--- src/rtl/multicycle_core.sv ---
`default_nettype none
// ============================================================================
// Module   : multicycle_core
// Function : Parametrised multi-cycle CPU core with handshaked instruction and
//            data memory ports, internal ALU, register file and sequencing FSM.
// Revision : 1.0 - initial release
// ============================================================================
module multicycle_core #(
    parameter int  DATA_W   = 8,
    parameter int  NUM_REGS = 4,
    parameter int  PC_W     = 8,
    localparam int RA_W     = $clog2(NUM_REGS)
) (
    input  logic              clk,
    input  logic              rst_n,
    output logic              imem_req,
    output logic [PC_W-1:0]   imem_addr,
    input  logic [15:0]       imem_rdata,
    input  logic              imem_valid,
    output logic              dmem_req,
    output logic              dmem_we,
    output logic [DATA_W-1:0] dmem_addr,
    output logic [DATA_W-1:0] dmem_wdata,
    input  logic [DATA_W-1:0] dmem_rdata,
    input  logic              dmem_ack,
    input  logic              run,
    output logic [PC_W-1:0]   pc,
    output logic [2:0]        state,
    output logic              halted,
    output logic              retire,
    output logic              illegal,
    output logic              ovf,
    input  logic [RA_W-1:0]   dbg_raddr,
    output logic [DATA_W-1:0] dbg_rdata
);

    typedef enum logic [2:0] {
        S_FETCH  = 3'd0,
        S_DECODE = 3'd1,
        S_READ   = 3'd2,
        S_EXEC   = 3'd3,
        S_MEM    = 3'd4,
        S_WB     = 3'd5,
        S_PCUPD  = 3'd6,
        S_HALT   = 3'd7
    } state_t;

    localparam logic [3:0] c_OP_HALT = 4'h0;
    localparam logic [3:0] c_OP_ADD  = 4'h1;
    localparam logic [3:0] c_OP_SUB  = 4'h2;
    localparam logic [3:0] c_OP_AND  = 4'h3;
    localparam logic [3:0] c_OP_OR   = 4'h4;
    localparam logic [3:0] c_OP_XOR  = 4'h5;
    localparam logic [3:0] c_OP_SLT  = 4'h6;
    localparam logic [3:0] c_OP_LI   = 4'h7;
    localparam logic [3:0] c_OP_IL0  = 4'h8;
    localparam logic [3:0] c_OP_IL1  = 4'h9;
    localparam logic [3:0] c_OP_LW   = 4'hA;
    localparam logic [3:0] c_OP_SW   = 4'hB;
    localparam logic [3:0] c_OP_BEQ  = 4'hC;
    localparam logic [3:0] c_OP_BNE  = 4'hD;
    localparam logic [3:0] c_OP_J    = 4'hE;

    state_t              state_q, state_d;
    logic [PC_W-1:0]     pc_q, pc_d, npc_q, npc_d;
    logic [15:0]         ir_q, ir_d;
    logic [DATA_W-1:0]   a_q, a_d, b_q, b_d, res_q, res_d;
    logic [DATA_W-1:0]   rf_q [NUM_REGS];
    logic [DATA_W-1:0]   rf_d [NUM_REGS];
    logic                imem_req_q, imem_req_d;
    logic                dmem_req_q, dmem_req_d;
    logic                dmem_we_q, dmem_we_d;
    logic [DATA_W-1:0]   dmem_addr_q, dmem_addr_d;
    logic [DATA_W-1:0]   dmem_wdata_q, dmem_wdata_d;
    logic                halted_q, halted_d;
    logic                retire_q, retire_d;
    logic                illegal_q, illegal_d;
    logic                ovf_q, ovf_d;
    logic                armed_q, armed_d;

    logic [3:0]          w_op;
    logic [RA_W-1:0]     w_rd, w_rs0, w_rs1;
    logic [DATA_W-1:0]   w_sum, w_diff, w_li;
    logic                w_add_ovf, w_sub_ovf, w_slt, w_eq, w_writes_rd;
    logic [PC_W-1:0]     w_pc_inc, w_br_off, w_br_tgt, w_jmp_tgt;

    assign w_op  = ir_q[15:12];
    assign w_rd  = ir_q[8 +: RA_W];
    assign w_rs0 = ir_q[4 +: RA_W];
    assign w_rs1 = ir_q[0 +: RA_W];

    assign w_sum     = a_q + b_q;
    assign w_diff    = a_q - b_q;
    assign w_add_ovf = (a_q[DATA_W-1] == b_q[DATA_W-1]) && (w_sum[DATA_W-1] != a_q[DATA_W-1]);
    assign w_sub_ovf = (a_q[DATA_W-1] != b_q[DATA_W-1]) && (w_diff[DATA_W-1] != a_q[DATA_W-1]);
    assign w_slt     = $signed(a_q) < $signed(b_q);
    assign w_eq      = (a_q == b_q);
    assign w_li      = DATA_W'(ir_q[7:0]);

    // Branch offset is the rd field sign-extended to the PC width
    assign w_pc_inc  = pc_q + PC_W'(1);
    assign w_br_off  = PC_W'($signed(ir_q[11:8]));
    assign w_br_tgt  = w_pc_inc + w_br_off;
    assign w_jmp_tgt = PC_W'(ir_q[11:0]);

    assign w_writes_rd = ((w_op >= c_OP_ADD) && (w_op <= c_OP_LI)) || (w_op == c_OP_LW);

    always_comb begin
        state_d      = state_q;
        pc_d         = pc_q;
        npc_d        = npc_q;
        ir_d         = ir_q;
        a_d          = a_q;
        b_d          = b_q;
        res_d        = res_q;
        rf_d         = rf_q;
        imem_req_d   = imem_req_q;
        dmem_req_d   = dmem_req_q;
        dmem_we_d    = dmem_we_q;
        dmem_addr_d  = dmem_addr_q;
        dmem_wdata_d = dmem_wdata_q;
        halted_d     = halted_q;
        retire_d     = 1'b0;
        illegal_d    = 1'b0;
        ovf_d        = ovf_q;
        armed_d      = armed_q;

        case (state_q)
            S_FETCH: begin
                imem_req_d = 1'b1;
                if (imem_req_q && imem_valid) begin
                    ir_d       = imem_rdata;
                    imem_req_d = 1'b0;
                    state_d    = S_DECODE;
                end
            end
            S_DECODE: begin
                if (w_op == c_OP_HALT) begin
                    state_d  = S_HALT;
                    halted_d = 1'b1;
                    armed_d  = 1'b0;
                end else begin
                    state_d   = S_READ;
                    illegal_d = (w_op == c_OP_IL0) || (w_op == c_OP_IL1);
                end
            end
            S_READ: begin
                a_d     = rf_q[w_rs0];
                b_d     = rf_q[w_rs1];
                state_d = S_EXEC;
            end
            S_EXEC: begin
                npc_d   = w_pc_inc;
                state_d = S_WB;
                case (w_op)
                    c_OP_ADD: begin
                        res_d = w_sum;
                        if (w_add_ovf) ovf_d = 1'b1;
                    end
                    c_OP_SUB: begin
                        res_d = w_diff;
                        if (w_sub_ovf) ovf_d = 1'b1;
                    end
                    c_OP_AND: res_d = a_q & b_q;
                    c_OP_OR:  res_d = a_q | b_q;
                    c_OP_XOR: res_d = a_q ^ b_q;
                    c_OP_SLT: res_d = DATA_W'(w_slt);
                    c_OP_LI:  res_d = w_li;
                    c_OP_BEQ: if (w_eq)  npc_d = w_br_tgt;
                    c_OP_BNE: if (!w_eq) npc_d = w_br_tgt;
                    c_OP_J:   npc_d = w_jmp_tgt;
                    c_OP_LW, c_OP_SW: begin
                        dmem_req_d   = 1'b1;
                        dmem_we_d    = (w_op == c_OP_SW);
                        dmem_addr_d  = a_q;
                        dmem_wdata_d = b_q;
                        state_d      = S_MEM;
                    end
                    default: ;
                endcase
            end
            S_MEM: begin
                if (dmem_req_q && dmem_ack) begin
                    dmem_req_d = 1'b0;
                    dmem_we_d  = 1'b0;
                    if (!dmem_we_q) res_d = dmem_rdata;
                    state_d    = S_WB;
                end
            end
            S_WB: begin
                if (w_writes_rd) rf_d[w_rd] = res_q;
                retire_d = 1'b1;
                state_d  = S_PCUPD;
            end
            S_PCUPD: begin
                pc_d       = npc_q;
                imem_req_d = 1'b1;
                state_d    = S_FETCH;
            end
            S_HALT: begin
                // The first HALT cycle is not armed, so a run pulse must arrive afresh
                armed_d = 1'b1;
                if (run && armed_q) begin
                    pc_d       = w_pc_inc;
                    imem_req_d = 1'b1;
                    halted_d   = 1'b0;
                    state_d    = S_FETCH;
                end
            end
            default: state_d = S_FETCH;
        endcase
    end

    always_ff @(posedge clk) begin
        if (!rst_n) begin
            state_q      <= S_FETCH;
            pc_q         <= '0;
            npc_q        <= '0;
            ir_q         <= '0;
            a_q          <= '0;
            b_q          <= '0;
            res_q        <= '0;
            for (int i = 0; i < NUM_REGS; i++) rf_q[i] <= '0;
            imem_req_q   <= 1'b0;
            dmem_req_q   <= 1'b0;
            dmem_we_q    <= 1'b0;
            dmem_addr_q  <= '0;
            dmem_wdata_q <= '0;
            halted_q     <= 1'b0;
            retire_q     <= 1'b0;
            illegal_q    <= 1'b0;
            ovf_q        <= 1'b0;
            armed_q      <= 1'b0;
        end else begin
            state_q      <= state_d;
            pc_q         <= pc_d;
            npc_q        <= npc_d;
            ir_q         <= ir_d;
            a_q          <= a_d;
            b_q          <= b_d;
            res_q        <= res_d;
            rf_q         <= rf_d;
            imem_req_q   <= imem_req_d;
            dmem_req_q   <= dmem_req_d;
            dmem_we_q    <= dmem_we_d;
            dmem_addr_q  <= dmem_addr_d;
            dmem_wdata_q <= dmem_wdata_d;
            halted_q     <= halted_d;
            retire_q     <= retire_d;
            illegal_q    <= illegal_d;
            ovf_q        <= ovf_d;
            armed_q      <= armed_d;
        end
    end

    assign imem_req   = imem_req_q;
    assign imem_addr  = pc_q;
    assign dmem_req   = dmem_req_q;
    assign dmem_we    = dmem_we_q;
    assign dmem_addr  = dmem_addr_q;
    assign dmem_wdata = dmem_wdata_q;
    assign pc         = pc_q;
    assign state      = state_q;
    assign halted     = halted_q;
    assign retire     = retire_q;
    assign illegal    = illegal_q;
    assign ovf        = ovf_q;
    assign dbg_rdata  = rf_q[dbg_raddr];

endmodule
`default_nettype wire
--- config.mk ---
export PLATFORM = sky130hd
export DESIGN_NAME = multicycle_core
export DESIGN_NICKNAME = d
export VERILOG_FILES = /design/src/rtl/multicycle_core.sv
export SDC_FILE = /design/constraint.sdc
export NUM_CORES = 1
export LEC_CHECK = 0
export CAP_MARGIN = 20
export CORE_MARGIN = 2
export CORE_UTILIZATION = 45
export DETAILED_ROUTE_END_ITERATION = 12
export HOLD_SLACK_MARGIN = 0.05
export PLACE_DENSITY = 0.64
export SLEW_MARGIN = 30
export SYNTH_ARGS = -nofsm -noshare
export SYNTH_HDL_FRONTEND = slang
export SYNTH_SLANG_ARGS = --single-unit
--- constraint.sdc ---
create_clock -name clk -period 3 [get_ports clk]
set_input_delay 0.6 -clock clk [delete_from_list [all_inputs] [get_ports clk]]
set_output_delay 0.6 -clock clk [all_outputs]
set_load 0.02 [all_outputs]
==> results_dict.tcl <==
set metrics [dict create \
    place_area_um2 7930 \
    diodes 0 \
    grt.total_usage 0.250 \
    synth_area_um2 7000 \
    core_um2 15200 \
    drt_iter0_markers 574 \
    rr_endpoint "npc_q[7]$_SDFFE_PN0P_" \
    worst_pin_slew_ns 0.858 \
    slew_viol_final 0 \
    reg2regPathDepth 9 \
    critPathKind "input pin to output port" \
    clk_latency_ns 0.42 \
    initial_core_util 0.460 \
    boundaryPins 81 \
    worstPathRequired_ns 2.40 \
    antenna_found_initial 0 \
    wl_per_cell_um 18.7 \
    die_area_um2 16600 \
    fmax_mhz 340 \
    min_to "ovf$_SDFFE_PN0P_" \
    cpMostUsedCell "clkdlybuf4s50_1" \
    synth_seq_area_share 0.329 \
    grt_max_degree 41 \
    drive_above_1_share 0.0957 \
    synth_cells 816 \
    final_area_um2 8470 \
    die_h_um 129 \
    worstPathMaxFanout 4 \
    first_pass_iters 6 \
    fin_hold_ws_ns 0.446 \
    rows 45 \
    fill_cells 1434 \
    dr_total_vias 6209 \
    fp.dieW_um 129 \
    io_buffers 80 \
    whs_path_depth 2 \
    hold_violations 0 \
    hp-start "ovf$_SDFFE_PN0P_" \
    slew_headroom 0.427 \
    syn2layout_area_growth_pct 21.0 \
    drcViolationCount 0 \
    rsz0062_at_grt "false" \
    syn_nets 883 \
    multiInputGateArea_um2 4310 \
    fin_crit_sh 0.981 \
    leakage_nw 3.07 \
    ys_types 66 \
    viasPerCell 5.77 \
    timing.final.setup_violations 0 \
    tritoncts "built" \
    cp_cell_sequence "clkdlybuf4s50_1, buf_4, mux4_2, clkdlybuf4s50_1" \
    crit_start "dbg_raddr[0]" \
    fin_crit_ns 2.94 \
    r2r_slack_ns 0.31 \
    regArea_um2 2300 \
    synth_edf_count 0 \
    final.setup.tns_ns 0 \
    status "completed" \
    endpoint_kind "output port" \
    rr_startpoint "imem_addr[1]$_SDFFE_PN0P_" \
    utilization 0.557 \
    peakVddDrop_uv 425 \
    start_kind "input pin" \
    avgSynthCellArea_um2 8.58 \
    dp_hpwl_um 14900 \
    cp_slowest_cell "clkdlybuf4s50_1" \
    grt_pass1_wl_um 32100 \
    grt_pass1_vias 5931 \
    max-cap-violations 0 \
    hp-class "flop to flop" \
    ys_ff_latch 115 \
    ctsHoldBuffers 0 \
    grt_remaining_overflow 0 \
    finClkSkew_ns 0.00665 \
    cts.htree.levels 4 \
    critPathMaxStageDelay_ns 0.56 \
    clkTransAtPathRegs_ns 0.05 \
    place.gp.congestion 0.954 \
    nets 943 \
    yosysWarnings 0 \
    cellPowerDensity_nw_per_um2 519 \
    cts_max_path_buffers 2 \
    cts_setup_buffers 0 \
    post_cts_resized 0 \
    async_reset_ff_frac 0 \
    cp.arrival_ns 2.34 \
    antenna_left 0 \
    cts.sinks 115 \
    yosys_most_used_dff "dfxtp_1" \
    cts_buffers 17 \
    clockRootBuffer "clkbuf_16" \
    drt-total-wl_um 20100 \
]
==> how the worst max path moves through the flow <==
stage | to | slack (ns) | cells past startpoint
finish | dbg_rdata[1] | 0.06 | 4
detailed placement | dbg_rdata[1] | 0.07 | 4
global route | dbg_rdata[1] | 0.01 | 4
global placement | dbg_rdata[1] | 0.08 | 4
CTS | dbg_rdata[1] | 0.05 | 4
floorplan | npc_q[7]$_SDFFE_PN0P_ | 0.45 | 9
==> cells in the mapped netlist, drive strengths merged (4+ instances only) <==
master  instances  share of area
o21ai          37          0.026
and3            9         0.0080
o31ai           5         0.0061
mux4           24          0.077
nor2b          44          0.039
nand3          19          0.014
nand2         144          0.077
xnor2          10          0.013
nand2b          8         0.0071
nor2           34          0.018
and2            6         0.0054
nor3           12          0.010
dfxtp         115           0.33
ha             33          0.059
a21boi         51          0.055
a211oi          4         0.0043
a221oi         10          0.013
a21oi          38          0.027
buf            24          0.020
inv            28          0.015
o211ai          4         0.0043
nor4            5         0.0045
xor2            5         0.0063
nor3b           5         0.0054
mux2i          39          0.056
clkbuf         39          0.021
a31oi           4         0.0036
a211o           4         0.0050
==> layout make-up <==
cell class / instances / share of cell area
Clock buffer: 22 / 0.0548
Timing Repair Buffer: 104 / 0.115
Clock inverter: 9 / 0.00975
Tap cell: 188 / 0.0278
Inverter: 28 / 0.0124
Sequential cell: 115 / 0.272
Multi-Input combinational cell: 610 / 0.508
==> registers in the layout, summed over array words and instances (netlist names) <==
register,cells
a_q,8
armed_q,1
ovf,1
dmem_we,1
ir_q,16
retire,1
state,3
rf_q,32
dmem_req,1
npc_q,8
res_q,8
b_q,8
dmem_wdata,8
imem_addr,8
halted,1
dmem_addr,8
imem_req,1
illegal,1
==> layout by cell type (no fill, tap or decap), types with 11 or more instances in the layout <==
cell	netlist	layout
nor3_1	11	11
clkdlybuf4s50_1	0	79
a21oi_1	38	38
nor2b_1	44	44
nor2_1	34	34
dfxtp_1	115	115
a21boi_0	49	49
mux2i_1	39	39
buf_4	9	24
clkbuf_16	0	17
nand2_1	144	144
inv_1	27	27
mux4_2	24	24
ha_1	33	33
o21ai_0	36	36
nand3_1	19	19
==> kinds of logic after synthesis <==
group	Yosys count	synth area share
mux	64	0.135
flops	115	0.329
compound gates	192	0.187
xor+xnor	15	0.0188
buf+inv	91	0.0558
simple gates	303	0.208
fa+ha+maj	36	0.0676
==> per-layer routing <==
layer	global-route usage	routed length (um)	vias to the layer above
li1	-	-	2992
met3	0.0437	956	36
met4	0.0812	331	0
met1	0.355	9700	2992
met2	0.388	9160	189
met5	0	0	-
==> power breakdown <==
group / internal [mW] / total [mW] / leakage, nW / switching, mW
Combinational: 0.312 / 0.762 / 1.87 / 0.451
Sequential: 1.60 / 1.75 / 0.928 / 0.157
Clock: 1.17 / 1.88 / 0.266 / 0.713
Total: 3.08 / 4.40 / 3.07 / 1.32
==> critical path: cells and delay by family <==
| family | cells | cell delay, ns |
|---|---|---|
| buf+inv | 3 | 1.21 |
| mux | 1 | 0.53 |
==> metrics by stage <==
step                setup slack, ns  std cells  total power [mW]
detailed placement           0.0720       1045              2.54
floorplan                     0.447        816              2.26
finish                       0.0566       1076              4.40
global placement             0.0773       1045              2.52
CTS                          0.0543       1076              4.41
global route                 0.0127       1076              4.58
No activity file was read; power rests on OpenSTA's default activity.
